[src/rtl/led_pattern_engine_if.sv]
// LED pattern engine bus: switch inputs in, step pulse and LED drive out.
// master drives freq_sel/mode_sel/pause; slave returns step and OUT.
interface led_pattern_engine_if #(
  parameter int WIDTH = 8
);
  logic [1:0]       freq_sel;
  logic [1:0]       mode_sel;
  logic             pause;
  logic             step;
  logic [WIDTH-1:0] OUT;

  modport master (
    output freq_sel, mode_sel, pause,
    input  step, OUT
  );

  modport slave (
    input  freq_sel, mode_sel, pause,
    output step, OUT
  );
endinterface

[src/rtl/led_pattern_engine.sv]
// LED pattern engine: prescaled step tick driving blink/fill/runner/stack
// animations. Ports: clk, reset (async active-low), bus (slave modport).
// Option LED_BOUNCE_EN: the runner bounces between the ends instead of wrapping.
module led_pattern_engine #(
  parameter int WIDTH = 8,
  parameter int DIV0  = 12_500_000,
  parameter int DIV1  = 6_250_000,
  parameter int DIV2  = 3_125_000,
  parameter int DIV3  = 1_562_500,
  parameter int CNT_W = 24
) (
  input  logic                clk,
  input  logic                reset,
  led_pattern_engine_if.slave bus
);
  localparam int KW = $clog2(WIDTH + 1);
  localparam int PW = $clog2(WIDTH);

  localparam logic [KW-1:0] KMAX = KW'(WIDTH);
  localparam logic [KW-1:0] KM1  = KW'(WIDTH - 1);
  localparam logic [PW-1:0] PMAX = PW'(WIDTH - 1);

  localparam logic [WIDTH-1:0] ALL = '1;
  localparam logic [WIDTH-1:0] ONE = WIDTH'(1);

  localparam logic [CNT_W-1:0] LIM0 = CNT_W'(DIV0 - 1);
  localparam logic [CNT_W-1:0] LIM1 = CNT_W'(DIV1 - 1);
  localparam logic [CNT_W-1:0] LIM2 = CNT_W'(DIV2 - 1);
  localparam logic [CNT_W-1:0] LIM3 = CNT_W'(DIV3 - 1);

  logic [1:0]       mode_q, freq_q;
  logic [CNT_W-1:0] cnt_q, cnt_d, lim;
  logic             step_q;
  logic             restart, tick;

  logic             b_q, b_d;
  logic [KW-1:0]    k_q, k_d;
  logic             up_q, up_d;
  logic [PW-1:0]    p_q, p_d;
  logic [KW-1:0]    f_q, f_d;
  logic [PW-1:0]    d_q, d_d;
`ifdef LED_BOUNCE_EN
  logic             pup_q, pup_d;
`endif
  logic [WIDTH-1:0] led_q, led_d;

  always_comb begin
    unique case (freq_q)
      2'd0: lim = LIM0;
      2'd1: lim = LIM1;
      2'd2: lim = LIM2;
      2'd3: lim = LIM3;
    endcase
  end

  // A switch change restarts everything and wins over a due step.
  assign restart = (bus.mode_sel != mode_q) ||
                   (bus.freq_sel != freq_q);
  assign tick = !restart && !bus.pause && (cnt_q == lim);

  always_comb begin
    cnt_d = cnt_q;
    if (restart || tick) begin
      cnt_d = '0;
    end else if (!bus.pause) begin
      cnt_d = cnt_q + CNT_W'(1);
    end
  end

  always_comb begin
    b_d  = b_q;
    k_d  = k_q;
    up_d = up_q;
    p_d  = p_q;
    f_d  = f_q;
    d_d  = d_q;
`ifdef LED_BOUNCE_EN
    pup_d = pup_q;
`endif
    if (restart) begin
      b_d  = 1'b0;
      k_d  = '0;
      up_d = 1'b1;
      p_d  = '0;
      f_d  = '0;
      d_d  = '0;
`ifdef LED_BOUNCE_EN
      pup_d = 1'b1;
`endif
    end else if (tick) begin
      unique case (mode_q)
        2'd0: b_d = ~b_q;
        2'd1: begin
          if (up_q) begin
            k_d = k_q + KW'(1);
            if (k_q == KM1) up_d = 1'b0;
          end else begin
            k_d = k_q - KW'(1);
            if (k_q == KW'(1)) up_d = 1'b1;
          end
        end
        2'd2: begin
`ifdef LED_BOUNCE_EN
          if (pup_q) begin
            p_d = p_q + PW'(1);
            if (p_q == PMAX - PW'(1)) pup_d = 1'b0;
          end else begin
            p_d = p_q - PW'(1);
            if (p_q == PW'(1)) pup_d = 1'b1;
          end
`else
          p_d = (p_q == PMAX) ? '0 : p_q + PW'(1);
`endif
        end
        2'd3: begin
          // Dot lands on top of the stack: grow stack, relaunch dot.
          if (f_q == KMAX) begin
            f_d = '0;
            d_d = '0;
          end else if (KW'(d_q) == KM1 - f_q) begin
            f_d = f_q + KW'(1);
            d_d = '0;
          end else begin
            d_d = d_q + PW'(1);
          end
        end
      endcase
    end
  end

  always_comb begin
    led_d = '0;
    if (restart) begin
      unique case (bus.mode_sel)
        2'd2, 2'd3: led_d = ONE;
        default:    led_d = '0;
      endcase
    end else begin
      unique case (mode_q)
        2'd0: led_d = {WIDTH{b_q}};
        2'd1: led_d = ~(ALL << k_q);
        2'd2: led_d = ONE << p_q;
        2'd3: led_d = ~(ALL >> f_q) |
                      ((f_q != KMAX) ? (ONE << d_q) : '0);
      endcase
    end
  end

  always_ff @(posedge clk or negedge reset) begin
    if (!reset) begin
      mode_q <= '0;
      freq_q <= '0;
      cnt_q  <= '0;
      step_q <= 1'b0;
      b_q    <= 1'b0;
      k_q    <= '0;
      up_q   <= 1'b1;
      p_q    <= '0;
      f_q    <= '0;
      d_q    <= '0;
`ifdef LED_BOUNCE_EN
      pup_q  <= 1'b1;
`endif
      led_q  <= '0;
    end else begin
      mode_q <= bus.mode_sel;
      freq_q <= bus.freq_sel;
      cnt_q  <= cnt_d;
      step_q <= tick;
      b_q    <= b_d;
      k_q    <= k_d;
      up_q   <= up_d;
      p_q    <= p_d;
      f_q    <= f_d;
      d_q    <= d_d;
`ifdef LED_BOUNCE_EN
      pup_q  <= pup_d;
`endif
      led_q  <= led_d;
    end
  end

  assign bus.step = step_q;
  assign bus.OUT  = led_q;
endmodule

[src/flat_wrapper.sv]
// flat-port wrapper written by rule: the top's interface ports become plain ports
module led_pattern_engine_flat 
#(
  parameter int WIDTH = 8,
  parameter int DIV0  = 12_500_000,
  parameter int DIV1  = 6_250_000,
  parameter int DIV2  = 3_125_000,
  parameter int DIV3  = 1_562_500,
  parameter int CNT_W = 24
)
  (clk, reset, bus_freq_sel, bus_mode_sel, bus_pause, bus_step, bus_OUT);
  led_pattern_engine_if #(.WIDTH(WIDTH)) bus_i ();
  input  logic clk;
  input  logic reset;
  input wire logic [$bits(bus_i.freq_sel)-1:0] bus_freq_sel;
  input wire logic [$bits(bus_i.mode_sel)-1:0] bus_mode_sel;
  input wire logic [$bits(bus_i.pause)-1:0] bus_pause;
  output wire logic [$bits(bus_i.step)-1:0] bus_step;
  output wire logic [$bits(bus_i.OUT)-1:0] bus_OUT;
  assign bus_i.freq_sel = bus_freq_sel;
  assign bus_i.mode_sel = bus_mode_sel;
  assign bus_i.pause = bus_pause;
  assign bus_step = bus_i.step;
  assign bus_OUT = bus_i.OUT;
  led_pattern_engine #(.WIDTH(WIDTH), .DIV0(DIV0), .DIV1(DIV1), .DIV2(DIV2), .DIV3(DIV3), .CNT_W(CNT_W)) u_core (.clk(clk), .reset(reset), .bus(bus_i));
endmodule
[config.mk]
export PLATFORM = sky130hd
export DESIGN_NAME = led_pattern_engine_flat
export DESIGN_NICKNAME = d
export VERILOG_FILES = /design/src/rtl/led_pattern_engine_if.sv /design/src/rtl/led_pattern_engine.sv /design/src/flat_wrapper.sv
export SDC_FILE = /design/constraint.sdc
export NUM_CORES = 1
export LEC_CHECK = 0
export CAP_MARGIN = 5
export CELL_PAD_IN_SITES_DETAIL_PLACEMENT = 1
export CELL_PAD_IN_SITES_GLOBAL_PLACEMENT = 1
export CORE_UTILIZATION = 47
export CTS_CLUSTER_DIAMETER = 50
export CTS_CLUSTER_SIZE = 28
export DETAILED_ROUTE_END_ITERATION = 10
export PLACE_DENSITY = 0.87
export SYNTH_ARGS = -nofsm -noshare
export SYNTH_HDL_FRONTEND = slang
export SYNTH_SLANG_ARGS = --single-unit
[constraint.sdc]
create_clock -name clk -period 2.6 [get_ports clk]
set_input_delay 0.26 -clock clk [delete_from_list [all_inputs] [get_ports clk]]
set_output_delay 0.26 -clock clk [all_outputs]
set_load 0.05 [all_outputs]
==> results.txt, run 1 <==
A synthesized cell averages roughly 9.1 um^2. Across all layers, the routed design uses 2,904 vias. The actual slew at the worst max-slew pin came out at around 1.0 ns. The share of synthesized cell area in full adder, half adder and majority cells came out at 0.0813. The total count of hold-check failures in the final report is 0. In this run, synthesis inferred 0 flip-flops with an integrated enable. The post-detailed-route DRC marker count came out at 0. On the final layout, the worst hold slack is 0.438 ns. The count of maximum capacitance violations came out at 0. The clock passes through at most 2 buffers. The die span in y came out at around 89 um. TritonCTS built the clock tree. The cell sitting at the root of the clock tree is a clkbuf_8. The top cell type's share of synthesized area is 0.368. The sequential-to-total area share from yosys stat came out at 0.375. The clock latency reported for the late side of the worst-skew pair came out at around 0.31 ns.

The core outline area is 7250 um^2. Setup violations remaining at the end of the flow were counted as 0. The layout overhead on the synthesized area is 9.83%. The total clock buffers created by CTS is 5. The starting DRC count in detailed routing came out at approximately 160. The synthesized flop and latch total came out at 53.

The number of ports placed on the die boundary is 16. The net count of the mapped netlist came out at 419. The number of instances in the synthesized netlist came out at 389. For the final routed database, the setup TNS stands at 0 ns. The cell type with the highest aggregate area in the netlist is dfrtp_1. The max-slew violation count came out at 0.

The area of the multi-input gates is ~2000 um^2. The critical path capture point type is a flop. The min-delay analysis places its worst path in the category input pin to async pin. The final net count is ~430. Dividing the detail-routed via count by the number of cells gives roughly 5.8. The global-route usage over all layers came out at 0.258.

The number of placement rows is 31. By area the synthesized netlist is led by dfrtp_1 37%, ha_1 8.1%, xnor2_1 5.9%, nor3_1 4.7%, mux2i_1 3.1%. The number of global-route vias before repair is 3,015.

The worst slack at placement is between 0.2 and 0.3 ns. The tightest slew margin relative to the limit came out at 0.320. The number of antenna violations at the first check in global routing is 0. The wire length per cell after detailed routing came out at 18.5 um. The flow ran to the end, and the final reports show no timing, DRC or antenna violations.

The worst endpoint required time is 2.79 ns. The minimum setup slack in the final design is roughly 0.33 ns. The repair_antennas step left the layout with diodes totalling 0. During placement, the flow inserted port buffers numbering 15. The overall routed net length came out at 9250 um. Setup repair after global routing left no endpoint under its margin. The maximum VDD drop is 0.227 mV. After legalization and detailed placement, the total HPWL measured slightly below 7000 um. In the final layout, the share of cells above drive strength 1 is 0.0746. The number of distinct library cells after synthesis came out at 57. Of the total synthesized cell area, the portion taken by AND, OR, NAND and NOR gates is 0.261.

The floorplan die width came out at about 89 um. The highest achievable clock rate came out at around 0.44 GHz. STA classifies the critical path startpoint as a flop. After layout, the minimum clock period comes to 2.27 ns. For this design the static power due to leakage is about 0.0015 uW. After synthesis, the share of flip-flops with an asynchronous set or reset is 1.00. The layout filler cell count is around 870. For this run the aggregate overflow at the end of global routing stands at 0.

The area fraction in compound gates after synthesis is 0.106. The initial utilization of the core area, before any placement, comes to 0.488. The clock-pin slew on the worst setup and hold paths came out at 0.10 ns. By area, the combinational part of the netlist is dominated by simple AND/OR/NAND/NOR gates. Post-CTS timing repair inserted 0 buffers for setup. The worst setup path is of the flop to flop kind.

In this run the remaining antenna-violating nets after routing total 0. The clock sink count came out at between 50 and 60. In this run the cell area of the synthesized design comes to ~3500 um^2. The H-tree was split into 2 levels. The xor-xnor portion of the synthesized cell area came out at 0.0767. The mux share of post-synthesis cell area is 0.0407. The arrival time of the worst setup path came out at roughly 2.5 ns. The number of warnings reported in the yosys synthesis log is 0. The footprint of the flip-flops and latches is 1330 um^2. The first-pass GRT wire length is 15,500 um. Clock skew on the completed layout was measured at ~0.0078 ns. The largest net degree at the start of global routing is 26.

The first detailed-routing pass took 4 iterations. In the synthesized netlist the dominant register cell turns out to be dfrtp_1. The placer's final routability congestion estimate came out at about 0.87. Dividing total power by cell area gives a power density of 381 nW/um^2. The final worst-path cycle share is 0.873. The highest fanout seen on the critical path came out at 8. The die covers around 7900 um^2.
power breakdown:
part	internal (uW)	switching [uW]
sequential	830	13.1
clock	217	288
combinational	44.0	87.6
total	1090	389
per-stage QoR:
stage	power (uW)	util	area (um^2)	cells
after floorplan	927	-	3540	389
after global placement	983	0.521	3780	492
after detailed placement	989	0.521	3780	492
after CTS	1490	0.536	3890	501
after global routing	1530	0.536	3890	501
final	1480	0.536	3890	501
state kept, by name, summed over array words and instances, names as in the netlist:
register         count
u_core.b_q           1
u_core.mode_q        2
u_core.f_q           4
u_core.up_q          1
u_core.cnt_q        24
u_core.k_q           4
u_core.bus.step      1
u_core.freq_q        2
u_core.bus.OUT       8
u_core.d_q           3
u_core.p_q           3
cell usage after synthesis, types with 8 or more instances:
master and n:
dfrtp_1 52, nor3_1 33, nand2_1 29, nor2_1 29, xnor2_1 24, ha_1 23, inv_1 21, a21oi_1 16
nand4_1 12, mux2i_1 11, nand3_1 11, nor2b_1 11, clkbuf_1 9, nor4_1 9, o21ai_0 9, buf_2 8
cell type report:
type	instances	share of cell area
clock buffer	6	0.0212
clock inverter	2	0.00354
inverter	21	0.0203
multi-input combinational	292	0.515
sequential	53	0.342
tap	99	0.0319
timing repair buffer	28	0.0663
cells by family after synthesis:
logic type               count (synthesis)
AND/OR/NAND/NOR                        170
AO/OA/AOI/OAI                           54
flip-flops                              53
buffers and inverters                   44
XOR/XNOR                                31
adder cells (fa/ha/maj)                 23
multiplexers                            14
cells in the final DEF, fill, tap and decap left out, drive strengths merged, types with 12 or more instances in the layout:
cell type,netlist,final
a21oi,18,18
nor3,33,33
clkdlybuf4s50,0,14
nand4,14,14
buf,14,13
inv,21,21
nand3,12,12
nand2,29,29
nor2,29,29
xnor2,24,24
dfrtp,52,52
ha,23,23
worst max-delay path: stages (launching register included):
cell and delay, ns:
dfrtp_1 0.42, ha_1 0.23, nand2b_4 0.10, a2111o_1 0.50
a211oi_1 0.39, nand3_1 0.31, mux2i_1 0.20
layer usage:
layer | global-route usage | wire length, um | vias up
met1 | 0.357 | 4590 | 1453
met2 | 0.428 | 4310 | 34
met3 | 0.0317 | 178 | 14
met4 | 0.0674 | 170 | 0
met5 | 0 | 0 | -
li1 | - | - | 1403
final timing paths:
path                                     endpoint            start  depth (start not counted)  slack (ns)
worst min register to register         u_core.b_q       u_core.b_q                          2        0.58
worst max-delay path                u_core.k_q[0]  u_core.cnt_q[0]                          6        0.33
max in group asynchronous       u_core.bus.OUT[3]            reset                          3        1.50
worst min-delay path             u_core.cnt_q[13]            reset                          2        0.44
min in group clk                 u_core.freq_q[0]  bus_freq_sel[0]                          1        0.44
worst max register to register      u_core.k_q[0]  u_core.cnt_q[0]                          6        0.33
timing repair:
action | CTS | global route
endpoints found under the hold margin | 20 | 0
hold buffers | 1 | 0
resized for setup | 0 | 0
(Power assumes the default switching activity.)
==> run 2, diff against run 1 <==
--- a/config.mk
+++ b/config.mk
@@ -12,7 +12,7 @@
 export CTS_CLUSTER_DIAMETER = 50
 export CTS_CLUSTER_SIZE = 28
 export DETAILED_ROUTE_END_ITERATION = 10
-export PLACE_DENSITY = 0.87
+export PLACE_DENSITY_LB_ADDON = 0.1
 export SYNTH_ARGS = -nofsm -noshare
 export SYNTH_HDL_FRONTEND = slang
 export SYNTH_SLANG_ARGS = --single-unit
==> run 2 against run 1 <==
  * Non-clock buffer count decreased by 1
  * Critical path type unchanged
  * Combinational power decreased by 4%
  * Count of clock-buffer cells in the layout decreased by 1
  * Largest power group unchanged
  * Design area unchanged
  * Critical endpoint is now u_core.d_q[2]
==> results.txt, run 2 (same netlist as run 1, synthesis figures left out) <==
The clock sink count came out at 53. For this design the ratio of total power to cell area is around 390 nW/um^2. During placement, the flow inserted port buffers numbering 15.

The number of non-filler instances in the completed layout is approximately 500. The worst hold slack after final layout came out at roughly 0.47 ns. Measured on the finished design, the core utilization comes to 0.536. Setup repair after global routing left no endpoint under its margin. The ratio of cells with drive above 1 in the final layout came out at 0.0700. Across the routed clock network, the largest skew measured is just under 0.007 ns. The number of antenna-violating nets in the routed design is 0. In this run the static leakage power is ~0.0015 uW. At the worst endpoint, the arrival time is ~2.4 ns. From bottom edge to top edge, the die measures 88.8 um. For the worst flop-to-flop path, the logic depth is 6.

The total clock buffers created by CTS came out at 5. In this run, the number of DRC markers left after iteration 0 of detailed routing was ~130. The class of the most critical setup path is flop to flop.

The min-delay analysis places its worst path in the category input pin to async pin. STA classifies the critical path startpoint as a flop. CTS built an H-tree with a depth of 2.

The worst slack at placement is 0.264 ns. The critical path capture point type is a flop. The number of placed instances, taps included came out at around 490.

Of the available clock period, the critical path in the final layout requires 0.854. The minimum setup slack in the final design is around 0.38 ns. The final net count came out at 430.

Along the worst path, the maximum fanout reaches 8. More flip-flops sit in one register than any other, and that register is u_core.cnt_q. TritonCTS built the clock tree.

The post-detailed-route DRC marker count came out at 0. The aggregate negative setup slack is 0 ns. The flow ran to the end, and the final reports show no timing, DRC or antenna violations. The area enclosed by the die boundary came out at about 7900 um^2.

The total via count after detailed routing is 2,959. The largest net degree at the start of global routing came out at 32. Compared with the post-synthesis result, the final layout area differs by 9.83%.

The clock-pin slew on the worst setup and hold paths is ~0.090 ns. The highest achievable clock rate is around 0.45 GHz. The post-CTS setup repair buffer count is 0. The number of ports placed on the die boundary is 16. The library cell used most frequently in the layout, excluding fill and tap cells, is dfrtp_1. The global-route usage over all layers came out at 0.258. The total count of hold-check failures in the final report was 0. The maximum buffer depth of the clock tree is 2. The clock period minus final worst setup slack is around 2.2 ns.

The maximum VDD drop is roughly 0.21 mV. The number of placement rows came out at 31. The core outline area came out at slightly above 7000 um^2. The remaining global-route overflow is 0. The floorplan die width is between 80 and 90 um. At the worst endpoint, the required time is about 2.8 ns. The actual slew at the worst max-slew pin came out at 0.984 ns. The diode insertion count for antenna repair is 0. The tree is rooted in a clkbuf_8. The count of maximum capacitance violations came out at 0.

The vias per cell came out at around 6. The max-slew violation count is 0. The final count of negative-setup-slack endpoints came out at 0. The effective utilization at floorplan came out at 0.488.

The HPWL reported at the end of detailed placement is ~7000 um. Leaving out fill and tap cells, the most frequent cells in the layout are 52 x dfrtp_1, 33 x nor3_1, 29 x nor2_1, 29 x nand2_1, 24 x xnor2_1. The tightest slew margin relative to the limit came out at 0.339. The clock reaches the later pin of the worst-skew pair after 0.31 ns.

In the final routed layout, each cell accounts on average for roughly 18 um. The number of global-route vias before repair is slightly below 3,000. The number of antenna violations at the first check in global routing came out at 0. The first-pass iteration count of the detailed router came out at 4. The first-pass GRT wire length came out at 15,300 um. The register with the most flip-flops in the layout has 24 of them. The placer's final routability congestion estimate came out at approximately 0.8. The overall routed net length came out at about 9200 um.
## run 2: worst max-delay path: stages (launching register included)
cell,delay (ns)
dfrtp_1,0.42
ha_1,0.25
nand2b_4,0.11
a2111o_1,0.48
a211oi_2,0.31
nand3_2,0.16
mux2_1,0.35
## run 2: path summary, 6_finish.rpt
check | from | slack (ns) | to
setup / recovery | u_core.cnt_q[0] | 0.38 | u_core.d_q[2]
hold / removal | reset | 0.47 | u_core.cnt_q[22]
setup reg to reg | u_core.cnt_q[0] | 0.38 | u_core.d_q[2]
hold reg to reg | u_core.b_q | 0.57 | u_core.b_q
max in group asynchronous | reset | 1.28 | u_core.up_q
min in group clk | bus_freq_sel[0] | 0.47 | u_core.freq_q[0]
## run 2: metal layers
layer	global-route usage	wire [um]	vias to the layer above	part of all wire
met5	0	0	-	0
met4	0.0528	81	0	0.0088
met3	0.0308	290	5	0.031
met2	0.406	4310	39	0.47
met1	0.382	4540	1512	0.49
li1	-	-	1403	-
## run 2: power breakdown
part | internal, uW | switching, uW
sequential | 830 | 14.0
clock | 280 | 268
combinational | 44.0 | 82.9
total | 1150 | 365
## run 2: layout make-up
| class | count | area (um^2) |
|---|---|---|
| Multi-Input combinational cell | 292 | 2000 |
| Fill cell | 868 | 3370 |
| Clock buffer | 5 | 68.8 |
| Clock inverter | 2 | 35.0 |
| Tap cell | 99 | 124 |
| Timing Repair Buffer | 27 | 250 |
| Sequential cell | 53 | 1330 |
| Inverter | 21 | 78.8 |
## run 2: through the flow
step	area [um^2]	total power, uW
6_report	3890	1520
3_5_place_dp	3770	986
3_3_place_gp	3770	984
2_1_floorplan	3540	927
4_1_cts	3890	1540
5_1_grt	3890	1580
## run 2: what timing repair did
item,in CTS,in global routing
hold buffers,1,0
hold endpoints to repair,22,0
gates resized for setup,0,0
